[src/rtl/ex_mem_buffer.sv]
// ex_mem_buffer: two-entry elastic FIFO between execute and memory stages.
// Define EX_MEM_BRANCH_EN to store esBranch/pcBranch and resolve BEQ at the head.
module ex_mem_buffer #(
    parameter int ANCHO    = 32,
    parameter int REG_BITS = 5
) (
    input  logic                clk,
    input  logic                reset,
    input  logic                entValido,
    output logic                entListo,
    input  logic [ANCHO-1:0]    resultado,
    input  logic                zeroFlag,
    input  logic [ANCHO-1:0]    datoEscritura,
    input  logic [REG_BITS-1:0] regDestino,
    input  logic [2:0]          ctrlMem,
    input  logic                esBranch,
    input  logic [ANCHO-1:0]    pcBranch,
    input  logic                flush,
    output logic                salValido,
    input  logic                salListo,
    output logic [ANCHO-1:0]    salResultado,
    output logic                salZero,
    output logic [ANCHO-1:0]    salDato,
    output logic [REG_BITS-1:0] salRegDestino,
    output logic [2:0]          salCtrl,
    output logic                branchTomado,
    output logic [ANCHO-1:0]    pcDestino,
    output logic [1:0]          ocupacion
);
    logic [ANCHO-1:0]    res_q  [2];
    logic                zero_q [2];
    logic [ANCHO-1:0]    dato_q [2];
    logic [REG_BITS-1:0] rd_q   [2];
    logic [2:0]          ctrl_q [2];
    logic                wp_q, rp_q;
    logic [1:0]          cnt_q, cnt_d;
    logic                push, pop;

    assign entListo  = (cnt_q != 2'd2);
    assign salValido = (cnt_q != 2'd0);
    assign ocupacion = cnt_q;
    assign push      = entValido & entListo;
    assign pop       = salValido & salListo;

    always_comb begin
        cnt_d = (push && !pop) ? cnt_q + 2'd1 : (pop && !push) ? cnt_q - 2'd1 : cnt_q;
    end

    always_ff @(posedge clk) begin
        if (reset) begin
            for (int i = 0; i < 2; i++) begin
                res_q[i]  <= '0;
                zero_q[i] <= 1'b0;
                dato_q[i] <= '0;
                rd_q[i]   <= '0;
                ctrl_q[i] <= '0;
            end
            wp_q  <= 1'b0;
            rp_q  <= 1'b0;
            cnt_q <= 2'd0;
        end else if (flush) begin
            wp_q  <= 1'b0;
            rp_q  <= 1'b0;
            cnt_q <= 2'd0;
        end else begin
            if (push) begin
                res_q[wp_q]  <= resultado;
                zero_q[wp_q] <= zeroFlag;
                dato_q[wp_q] <= datoEscritura;
                rd_q[wp_q]   <= regDestino;
                ctrl_q[wp_q] <= ctrlMem;
                wp_q         <= ~wp_q;
            end
            if (pop)
                rp_q <= ~rp_q;
            cnt_q <= cnt_d;
        end
    end

    assign salResultado  = salValido ? res_q[rp_q]  : '0;
    assign salZero       = salValido ? zero_q[rp_q] : 1'b0;
    assign salDato       = salValido ? dato_q[rp_q] : '0;
    assign salRegDestino = salValido ? rd_q[rp_q]   : '0;
    assign salCtrl       = salValido ? ctrl_q[rp_q] : '0;

`ifdef EX_MEM_BRANCH_EN
    logic             br_q  [2];
    logic [ANCHO-1:0] pcb_q [2];

    always_ff @(posedge clk) begin
        if (reset) begin
            for (int i = 0; i < 2; i++) begin
                br_q[i]  <= 1'b0;
                pcb_q[i] <= '0;
            end
        end else if (!flush && push) begin
            br_q[wp_q]  <= esBranch;
            pcb_q[wp_q] <= pcBranch;
        end
    end

    assign branchTomado = salValido & br_q[rp_q] & zero_q[rp_q];
    assign pcDestino    = branchTomado ? pcb_q[rp_q] : '0;
`else
    logic unused_branch;
    assign unused_branch = ^{esBranch, pcBranch};
    assign branchTomado  = 1'b0;
    assign pcDestino     = '0;
`endif
endmodule

[config.mk]
export PLATFORM = sky130hd
export DESIGN_NAME = ex_mem_buffer
export DESIGN_NICKNAME = d
export VERILOG_FILES = /design/src/rtl/ex_mem_buffer.sv
export SDC_FILE = /design/constraint.sdc
export NUM_CORES = 1
export LEC_CHECK = 0
export BUFFER_PORTS_ARGS = -buffer_cell sky130_fd_sc_hd__buf_2
export CAP_MARGIN = 25
export CORE_MARGIN = 4
export CORE_UTILIZATION = 35
export CTS_CLUSTER_SIZE = 14
export DETAILED_ROUTE_END_ITERATION = 10
export GPL_TIMING_DRIVEN = 0
export PLACE_DENSITY = 0.63
export SLEW_MARGIN = 20
export SYNTH_ARGS = -nofsm -noshare
export SYNTH_HDL_FRONTEND = slang
export SYNTH_SLANG_ARGS = --single-unit
[constraint.sdc]
create_clock -name clk -period 3.45 [get_ports clk]
set_input_delay 0.345 -clock clk [delete_from_list [all_inputs] [get_ports clk]]
set_output_delay 0.345 -clock clk [all_outputs]
set_load 0.03 [all_outputs]
# ---- Word-level counts from Yosys, hierarchy flattened
# Memory sizes are Yosys's and may differ from the RTL's. A register that Yosys moved wholly into a read port is not among the register bits.
# Index checks and enable logic that the tools add are counted.
dict set report word_totals {
  reg_bits 4
  ram_bits 146
  input_bits 111
  out_inout_bits 110
  word_cells 65
  mem_count 5
}
# memory depth width rd rd_clocked_by_memory_dff wr line
set memory_table {}
lappend memory_table {dato_q 2 32 1 1 2 32} ;# logic [ANCHO-1:0] dato_q [2];
lappend memory_table {res_q 2 32 1 1 2 30} ;# logic [ANCHO-1:0] res_q [2];
lappend memory_table {rd_q 2 5 1 1 2 33} ;# logic [REG_BITS-1:0] rd_q [2];
lappend memory_table {ctrl_q 2 3 1 1 2 34} ;# logic [2:0] ctrl_q [2];
lappend memory_table {zero_q 2 1 1 1 2 31} ;# logic zero_q [2];
dict set report classes {
  n_addsub 2
  eq_ne 1
  muxes 38
  n_bitwise 4
  reduce_logical 12
}
# op count
set op_table {}
lappend op_table {{$mux W32} 4}
lappend op_table {{$reduce_or A32 Y1} 2}
lappend op_table {{$mux W1} 28}
lappend op_table {{$mux W5} 2}
lappend op_table {{$mux W3} 2}
lappend op_table {{$reduce_or A5 Y1} 1}
lappend op_table {{$mux W2} 2}
lappend op_table {{$reduce_bool A2 Y1} 2}
lappend op_table {{$reduce_or A3 Y1} 1}
lappend op_table {{$add A2 B1 Y2 const B} 1}
lappend op_table {{$and A1 B1 Y1} 2}
lappend op_table {{$logic_and A1 B1 Y1} 2}
lappend op_table {{$logic_not A1 Y1} 2}
lappend op_table {{$ne A2 B2 Y1 const B} 1}
lappend op_table {{$not A1 Y1} 2}
lappend op_table {{$reduce_or A2 Y1} 1}
lappend op_table {{$sub A2 B1 Y2 const B} 1}
lappend op_table {{$reduce_or A1 Y1} 1}

# ---- Longest topological paths before layout
# Gate-level depths: netlist (run 1).
dict set report depth {
  word_depth 8
  ltp_mapped 6
  mapped_depth_nobuf 6
}

# ---- Worst setup path before layout (run 1)
# OpenSTA, ideal clock, no wires.
dict set report synth_timing {
  path_type {register to register}
  startpoint {reg cnt_q[0] (netlist: ocupacion[0])}
  endpoint {mem ctrl_q[0][0] (enable)}
  arrival_time_ns 2.837
  slack_ns 0.178
  stages_incl_launch_ff 5
  path_buffers 1
  synth_period_minus_slack_ns 3.272
  path_cell_list {dfxtp_1 > nor2b_4 > nor4_4 > buf_6 > or2_1}
}
# element line
set synth_lines {}
lappend synth_lines {{from (decl)} 36} ;# logic [1:0] cnt_q, cnt_d;
lappend synth_lines {{from (signal assigned)} 76} ;# cnt_q <= cnt_d;
lappend synth_lines {{to (decl)} 34}

# ---- Worst setup path in the final report (run 1)
dict set report layout_timing {
  startpoint {reg cnt_q[0] (netlist: ocupacion[0])}
  endpoint {out salDato[5]}
}
dict set report layout_via {
  elab_chain_cells 2
}
# element line
set layout_lines {}
lappend layout_lines {{$reduce_bool A2 Y1} 40} ;# assign salValido = (cnt_q != 2'd0);
lappend layout_lines {{$mux W32} 82} ;# assign salDato = salValido ? dato_q[rp_q] : '0;
lappend layout_lines {{to (decl)} 23} ;# output logic [ANCHO-1:0] salDato,
# No other way between the ends.

==> results.txt, run 1 <==
grt ovf: 0
asr flop ratio synth: 0%
Post-CTS Setup Repair Bufs: 0
routed wire length per instance: 15.3 um
hpwl dp: 10,700 um
slew margin rel.: 52.6%
initial antenna violation count: 3
Synth cell types: 22
Fmax: 400 MHz
die width: 151 um
Worst Path Required: 3.11 ns
height of the die: 151 um
DP Cell Count: 989
area grow syn2layout: 26.1%
antenna viol nets, final: 0
Synth Register Bits: 151
Hold Slack: 0.214 ns
Routed WL: 15,600 um
largest net degree at the start of global routing: 39
P_leak: 3.77 nW
DRC: 0
Max Clock Skew: 0.00745 ns
PnR worst setup slack: 0.950 ns
total number of vias: 4,427
area of the core: 0.0198 mm^2
Post-synth EDFFs: 146
outcome: finished, final reports clean
Setup-failing EPs final: 0
routed vias/inst: 4.34
setup TNS: 0 ns
Clock Sinks: 151
area leader, netlist: edfxtp_1
Final Critical Period: 2.50 ns
CTS clk-pin slew, worst paths: 0.06 ns
top cells by area, synth: edfxtp_1 (61%), and2_1 (13%), mux2i_1 (10%)
ys flop type: edfxtp_1
synthesized area per cell: 13.3 um^2
router iterations before antenna repair: 4
Post-CTS Hold Buffers: 0
unrepaired setup endpoints after global routing: false
die area: 0.0228 mm^2
Root Buffer: clkbuf_16
CP endpoint kind: primary output
pre-CTS WS: 0.956 ns
CTS max path bufs: 2
most frequent cells in the layout: buf_2 (168), and2_1 (146), edfxtp_1 (146)
starting density of the core: 36.1%
crit start category: flop
first-pass GRT wire length: 23,600 um
Final Max Slew Viols: 0
number of global-route vias before repair: 4,294
fin cells: 1,021
CP max FO: 10
final worst path period share: 72.5%
proportion of layout cells with a drive suffix above 1: 33.2%
WS Path Type: reg -> out
# port buffers: 154
commonest non-fill, non-tap cell in the layout: buf_2
row cnt: 51
TritonCTS clock tree: yes
Clk Latency, worst-skew pair: 0.41 ns
TritonCTS Buffers: 17
gpl congestion: 0.712
initial DRC count: 202
worst slew pin tran: 0.711 ns
Worst EP arrival: 2.15 ns
Mapped Area: 0.00714 mm^2
post-synth top area share: 61.4%
cells after synthesis: 536
maximum VDD drop: 337 uV
HP Class: in -> reg
final number of hold-violating endpoints: 0
IO Pins: 221
Post-CTS Resized: 0
GRT Total Usage: 13.8%
Pwr Density: 513 mW/mm^2
final total power: 4.62 mW
# H-tree levels: 4
post-synthesis sequential area ratio: 62.8%
Synth Warn #: 0
nets: 855
max-cap viol count: 0
## path summary, 6_finish.rpt
kind,cells after the start,start,slack (ns),end
max,5,ocupacion[0],0.95,salDato[5]
min,2,resultado[7],0.21,res_q[1][7]
max reg2reg,5,ocupacion[0],1.14,dato_q[0][20]
min reg2reg,2,rp_q,0.51,flop
## layout make-up
cell class	count	area, um^2
Antenna cell	1	2.50
Tap cell	265	332
Multi-Input combinational cell	347	2220
Clock inverter	10	154
Inverter	4	15.0
Fill cell	1840	10800
Buffer	66	549
Timing Repair Buffer	156	811
Clock buffer	21	440
Sequential cell	151	4480
## cell usage after synthesis, types with 5 or more instances
| cell type | instances |
|---|---|
| nor2_1 | 78 |
| dfxtp_1 | 5 |
| buf_8 | 12 |
| mux2i_1 | 73 |
| buf_2 | 14 |
| edfxtp_1 | 146 |
| buf_4 | 33 |
| and2_1 | 146 |
## kinds of logic after synthesis
kind of cell               synth area share (%)
xor gates and xnor gates                  0.368
and+or+nand+nor                            18.1
muxes                                      10.2
AOI/OAI and AO/OA                         0.350
DFF                                        62.8
adders and majority gates                 0.175
other                                    0.0525
buffers and inverters                      7.90
## per-stage QoR
stage	area [um^2]	utilization (%)
6_report	9000	45.5
5_1_grt	9000	45.5
4_1_cts	9000	45.5
3_5_place_dp	8410	42.5
3_3_place_gp	8360	42.3
2_1_floorplan	7260	-
## sequential cells by signal, summed over array words and instances (netlist names), named ones only
name,cells
res_q,64
ocupacion,2
rd_q,10
rp_q,1
wp_q,1
zero_q,2
ctrl_q,6
dato_q,64
## worst max-delay path, stage by stage, from the launching register on
cell      delay (ns)
dfxtp_1         0.38
nor2_1          0.14
clkbuf_1        0.56
buf_2           0.36
nor2_1          0.10
buf_2           0.19
## per-layer routing
layer | wire, um | vias up | track usage [%]
li1 | - | 2178 | -
met2 | 7370 | 144 | 22.5
met5 | 46 | - | 0
met4 | 163 | 6 | 4.22
met3 | 1200 | 17 | 4.61
met1 | 6830 | 2082 | 17.6
## where the power goes
group          switching (mW)  total [mW]  internal (mW)  leakage, nW
registers              0.0251        2.13           2.11         1.56
logic                   0.390       0.585          0.195         1.92
clock network           0.703        1.90           1.20        0.286
total                    1.12        4.62           3.50         3.77
Power figures use the tool's default switching activity.
==> inputs of run 2 (changes only) <==
--- a/config.mk
+++ b/config.mk
@@ -12,7 +12,7 @@
 export CTS_CLUSTER_SIZE = 14
 export DETAILED_ROUTE_END_ITERATION = 10
 export GPL_TIMING_DRIVEN = 0
-export PLACE_DENSITY = 0.63
+export PLACE_DENSITY = 0.65
 export SLEW_MARGIN = 20
 export SYNTH_ARGS = -nofsm -noshare
 export SYNTH_HDL_FRONTEND = slang
==> constraint.sdc (replaced) <==
create_clock -name clk -period 2 [get_ports clk]
set_input_delay 0.2 -clock clk [delete_from_list [all_inputs] [get_ports clk]]
set_output_delay 0.2 -clock clk [all_outputs]
set_load 0.03 [all_outputs]
==> run 2 against run 1 <==
  * Register-to-register slack got worse by 1.0 ns
  * Count of clock-buffer cells in the layout shrank 4
  * First-iteration DRC count decreased by 11%
  * Final cell count grew 0.49%
  * Routed wire length up 0.56%
  * Clock skew grew 0.0025 ns
  * Power rose by 71%
  * Hold slack worse by 0.15 ns
  * Cell area rose by 1.1%
  * Combinational power is 76% higher
  * Via count rose by 0.38%
==> results.txt, run 2 (synthesis results as in run 1) <==
outcome: finished, final reports clean (unchanged)
total number of vias: 4,444 (was 4,427)
final worst path period share: 95.3%
proportion of layout cells with a drive suffix above 1: 34.7% (was 33.2%)
IO Pins: 221 (unchanged)
area grow syn2layout: 27.5% (was 26.1%)
GRT Total Usage: 14.1% (was 13.8%)
worst slew pin tran: 0.540 ns (was 0.711 ns)
Final Critical Period: 1.91 ns
height of the die: 151 um (unchanged)
crit path cell chain: clkbuf_4, buf_4, mux2i_1, nor2_1, buf_2 (was nor2_1, clkbuf_1, buf_2, nor2_1, buf_2)
number of global-route vias before repair: 4,640 (was 4,294)
max incr delay on CP: 0.30 ns (was 0.56 ns)
row cnt: 51 (unchanged)
starting density of the core: 36.1% (unchanged)
most frequent cells in the layout: buf_2 (155), and2_1 (146), edfxtp_1 (146) (was buf_2 (168), and2_1 (146), edfxtp_1 (146))
DRC: 0 (unchanged)
area of the core: 0.0198 mm^2 (unchanged)
hpwl dp: 10,900 um (was 10,700 um)
Pwr Density: 870 mW/mm^2 (was 513 mW/mm^2)
dpl cell area: 0.00842 mm^2 (was 0.00841 mm^2)
Root Buffer: clkbuf_16 (unchanged)
final number of hold-violating endpoints: 0 (unchanged)
pre-CTS WS: -0.366 ns (was 0.956 ns)
WS Path Type: reg -> out (unchanged)
fin cells: 1,026 (was 1,021)
largest net degree at the start of global routing: 41 (was 39)
initial antenna violation count: 5 (was 3)
PnR worst setup slack: 0.0931 ns (was 0.950 ns)
DP Cell Count: 989 (unchanged)
part of the power in registers: 46.4% (was 46.2%)
grt ovf: 0 (unchanged)
CTS max path bufs: 2 (unchanged)
nets: 859 (was 855)
max-cap viol count: 0 (unchanged)
die width: 151 um (unchanged)
Design Area, Final: 0.00910 mm^2 (was 0.00900 mm^2)
Worst EP arrival: 1.71 ns (was 2.15 ns)
# H-tree levels: 4 (unchanged)
Comb power frac: 13.0% (was 12.7%)
crit start category: flop (unchanged)
TritonCTS clock tree: yes (unchanged)
Clock power frac: 40.5% (was 41.2%)
largest registers: dato_q (64), res_q (64), rd_q (10) (unchanged)
routed wire length per instance: 15.3 um (about the same)
Final Max Slew Viols: 0 (unchanged)
Hold Slack: 0.0664 ns (was 0.214 ns)
switching power: 2.06 mW (was 1.12 mW)
CP endpoint kind: primary output (unchanged)
fin util: 46.0% (was 45.5%)
Worst Path Required: 1.80 ns (was 3.11 ns)
initial DRC count: 179 (was 202)
setup TNS: 0 ns (unchanged)
Setup-failing EPs final: 0 (unchanged)
CP max FO: 10 (unchanged)
first-pass GRT wire length: 24,000 um (was 23,600 um)
HP Class: in -> reg (unchanged)
routed vias/inst: 4.33 (was 4.34)
Clock Sinks: 151 (unchanged)
Pint: 5.86 mW (was 3.50 mW)
Max Clock Skew: 0.00999 ns (was 0.00745 ns)
# port buffers: 154 (unchanged)
commonest non-fill, non-tap cell in the layout: buf_2 (unchanged)
gpl congestion: 0.719 (was 0.712)
TritonCTS Buffers: 17 (unchanged)
Sw Ratio: 26.0% (was 24.2%)
Slowest-stage cell, CP: dfxtp_1 (was clkbuf_1)
Routed WL: 15,700 um (was 15,600 um)
Clk Latency, worst-skew pair: 0.41 ns (about the same)
final total power: 7.92 mW (was 4.62 mW)
Fmax: 524 MHz
antenna viol nets, final: 0 (unchanged)
router iterations before antenna repair: 4 (unchanged)
P_leak: 3.80 nW (was 3.77 nW)
unrepaired setup endpoints after global routing: true (was false)
die area: 0.0228 mm^2 (unchanged)
maximum VDD drop: 551 uV (was 337 uV)
CTS clk-pin slew, worst paths: 0.07 ns (was 0.06 ns)
slew margin rel.: 64.0% (was 52.6%)
## run 2: power groups by stage
stage | clock [mW] | combinational, mW | sequential, mW
global placement | 0 | 1.00 | 3.74
floorplan | 0 | 0.690 | 3.74
detailed placement | 0 | 1.02 | 3.75
global route | 3.42 | 1.13 | 3.69
finish | 3.21 | 1.03 | 3.68
CTS | 3.29 | 1.05 | 3.68
## run 2: cell type report
| cell class | count | area [um^2] |
|---|---|---|
| fill | 1816 | 10700 |
| sequential | 151 | 4490 |
| multi-input combinational | 350 | 2240 |
| timing repair buffer | 157 | 838 |
| buffer | 66 | 597 |
| clock buffer | 17 | 425 |
| tap | 265 | 332 |
| clock inverter | 15 | 168 |
| inverter | 4 | 15.0 |
| antenna | 1 | 2.50 |
## run 2: path summary, 6_finish.rpt
| path | from | slack (ns) | to | depth (start not counted) |
|---|---|---|---|---|
| min reg2reg | rp_q | 0.51 | flop | 2 |
| min | resultado[13] | 0.07 | res_q[1][13] | 2 |
| max | flop | 0.09 | salResultado[10] | 5 |
| max reg2reg | ocupacion[1] | 0.13 | dato_q[0][15] | 5 |
## run 2: timing repair
| action | 4_1_cts | 5_1_grt |
|---|---|---|
| endpoints found under the hold margin | 0 | 0 |
| resized for setup | 12 | 8 |
| hold buffers | 0 | 0 |
| setup endpoints to repair | 158 | 65 |
| cloned | 3 | 0 |
| buffers inserted | 1 | 0 |
| pin swaps | 2 | 0 |
## run 2: per-layer routing
metal  vias up  routed length [um]  global-route usage, %  part of all wire, %
li1       2192                   -                      -                    -
met1      2071                6330                   16.0                   40
met2       147                7740                   24.6                   49
met3        24                1300                   4.67                  8.3
met4        10                 274                   5.26                  1.7
met5         -                  57                      0                 0.36
## run 2: critical path, delay by kind of cell (launching register included)
kind                   cells  cell delay [ns]
and+or+nand+nor            1             0.08
buffers and inverters      3             0.68
DFF                        1             0.30
muxes                      1             0.24
==> inputs of run 3 (changes only) <==
--- a/config.mk
+++ b/config.mk
@@ -12,6 +12,7 @@
 export CTS_CLUSTER_SIZE = 14
 export DETAILED_ROUTE_END_ITERATION = 10
 export GPL_TIMING_DRIVEN = 0
+export HOLD_SLACK_MARGIN = 0.1
 export PLACE_DENSITY = 0.65
 export SLEW_MARGIN = 20
 export SYNTH_ARGS = -nofsm -noshare
==> run 3 against run 2 <==
  * Setup slack got worse by 0.018 ns
  * Combinational power grew 12%
  * Global-route usage is 0.77 points higher
  * Non-clock buffer count rose by 73
  * Cell area up 8.1%
  * Final cell count rose by 7.2%
  * Critical endpoint unchanged
  * Largest cell class unchanged
  * Largest power group unchanged
  * Highest routed layer is now met4
==> results.txt, run 3 (synthesis results as in run 1) <==
outcome: finished, final reports clean (unchanged)
CP endpoint kind: primary output (unchanged)
Clock Sinks: 151 (unchanged)
first-pass GRT wire length: 25,500 um (was 24,000 um)
worst slew pin tran: 0.555 ns (was 0.540 ns)
Pwr Density: 818 mW/mm^2 (was 870 mW/mm^2)
routed wire length per instance: 15.1 um (was 15.3 um)
router iterations before antenna repair: 4 (unchanged)
worst hold path cell count: 4 (was 2)
routed vias/inst: 4.31 (was 4.33)
WS Path Type: reg -> out (unchanged)
final worst path period share: 96.2% (was 95.3%)
r2r setup slk: 0.12 ns (was 0.13 ns)
reg2reg path depth: 4 (was 5)
row cnt: 51 (unchanged)
initial antenna violation count: 1 (was 5)
most frequent cells in the layout: buf_2 (155), and2_1 (146), edfxtp_1 (146) (unchanged)
initial DRC count: 169 (was 179)
Setup-failing EPs final: 0 (unchanged)
die width: 151 um (unchanged)
Final Critical Period: 1.92 ns (was 1.91 ns)
Root Buffer: clkbuf_16 (unchanged)
Sw Ratio: 26.0% (about the same)
CTS clk-pin slew, worst paths: 0.07 ns (about the same)
DP Cell Count: 989 (unchanged)
commonest non-fill, non-tap cell in the layout: buf_2 (unchanged)
number of global-route vias before repair: 5,027 (was 4,640)
fin cells: 1,100 (was 1,026)
# H-tree levels: 4 (unchanged)
Worst EP arrival: 1.72 ns (was 1.71 ns)
Routed WL: 16,600 um (was 15,700 um)
largest net degree at the start of global routing: 41 (unchanged)
grt ovf: 0 (unchanged)
fin util: 49.7% (was 46.0%)
CP max FO: 10 (unchanged)
starting density of the core: 36.1% (unchanged)
hpwl dp: 10,900 um (unchanged)
# port buffers: 154 (unchanged)
Comb power frac: 14.3% (was 13.0%)
final total power: 8.04 mW (was 7.92 mW)
wire length on met2: 8350 um (was 7740 um)
gpl congestion: 0.719 (unchanged)
WL met1: 6870 um (was 6330 um)
P_leak: 4.11 nW (was 3.80 nW)
Clock power frac: 39.9% (was 40.5%)
height of the die: 151 um (unchanged)
area grow syn2layout: 37.7% (was 27.5%)
DRC: 0 (unchanged)
final number of hold-violating endpoints: 0 (unchanged)
nets: 932 (was 859)
unrepaired setup endpoints after global routing: true (unchanged)
die area: 0.0228 mm^2 (unchanged)
CTS max path bufs: 2 (unchanged)
max-cap viol count: 0 (unchanged)
dpl cell area: 0.00842 mm^2 (unchanged)
Pint: 5.95 mW (was 5.86 mW)
Final Max Slew Viols: 0 (unchanged)
switching power: 2.09 mW (was 2.06 mW)
IO Pins: 221 (unchanged)
antenna viol nets, final: 0 (unchanged)
HP Class: in -> reg (unchanged)
proportion of layout cells with a drive suffix above 1: 31.7% (was 34.7%)
highest routed layer: met4 (was met5)
crit start category: flop (unchanged)
total number of vias: 4,740 (was 4,444)
Max Clock Skew: 0.00988 ns (was 0.00999 ns)
slew margin rel.: 63.0% (was 64.0%)
area of the core: 0.0198 mm^2 (unchanged)
Design Area, Final: 0.00984 mm^2 (was 0.00910 mm^2)
TritonCTS Buffers: 17 (unchanged)
fillcell total: 1,736 (was 1,816)
Clk Latency, worst-skew pair: 0.42 ns (was 0.41 ns)
Worst Path Required: 1.80 ns (about the same)
Fmax: 520 MHz (was 524 MHz)
TritonCTS clock tree: yes (unchanged)
GRT Total Usage: 14.8% (was 14.1%)
maximum VDD drop: 554 uV (was 551 uV)
largest registers: dato_q (64), res_q (64), rd_q (10) (unchanged)
part of the power in registers: 45.7% (was 46.4%)
met3 WL: 1070 um (was 1300 um)
## run 3: cell types whose count changed in the layout (fill, tap and decap cells not counted)
cell,before,now
diode_2,1,2
dlygate4sd3_1,0,73
## run 3: power by group through the flow
stage	Combinational [mW]	Sequential, mW	Clock, mW
after floorplan	0.690	3.74	0
after global placement	1.00	3.74	0
after detailed placement	1.02	3.75	0
after CTS	1.16	3.68	3.29
after global routing	1.25	3.69	3.41
final	1.15	3.68	3.21
## run 3: final cells by class
type	count	area (um^2)	share of cell area, %
antenna	2	5.00	0.0509
buffer	66	597	6.07
clock buffer	17	425	4.33
clock inverter	15	168	1.70
inverter	4	15.0	0.153
multi-input combinational	350	2240	22.7
sequential	151	4490	45.6
tap	265	332	3.37
timing repair buffer	230	1570	16.0
## run 3: critical path, stage by stage (launching register included)
cell,delay (ns)
dfxtp_1,0.30
clkbuf_4,0.24
buf_4,0.26
mux2i_1,0.24
nor2_1,0.09
buf_2,0.18
## run 3: final timing paths
check          startpoint               end
max                  flop  salResultado[10]
min                 flush      ocupacion[0]
max reg2reg  ocupacion[1]      res_q[0][12]
min reg2reg          rp_q              flop
## run 3: per-stage QoR
stage | setup slack, ns | TNS (ns) | hold slack, ns
floorplan | 0.0275 | 0 | 0.398
global placement | -0.464 | -66.70 | 0.485
detailed placement | -0.366 | -28.87 | 0.488
CTS | -0.0225 | -0.0688 | 0.174
global route | -0.0221 | -0.182 | 0.189
finish | 0.0751 | 0 | 0.194
## run 3: timing repair
item                       4_1_cts  5_1_grt
pin swaps                        2        0
buffers inserted                 1        0
hold buffers                    73        0
setup endpoints to repair      158       65
hold endpoints to repair       146        0
cloned                           3        0
gates resized for setup         12        8
## run 3: layer usage
metal	vias to the layer above	global-route usage, %
li1	2336	-
met1	2236	17.1
met2	150	26.8
met3	18	3.41
met4	0	5.62
met5	-	0
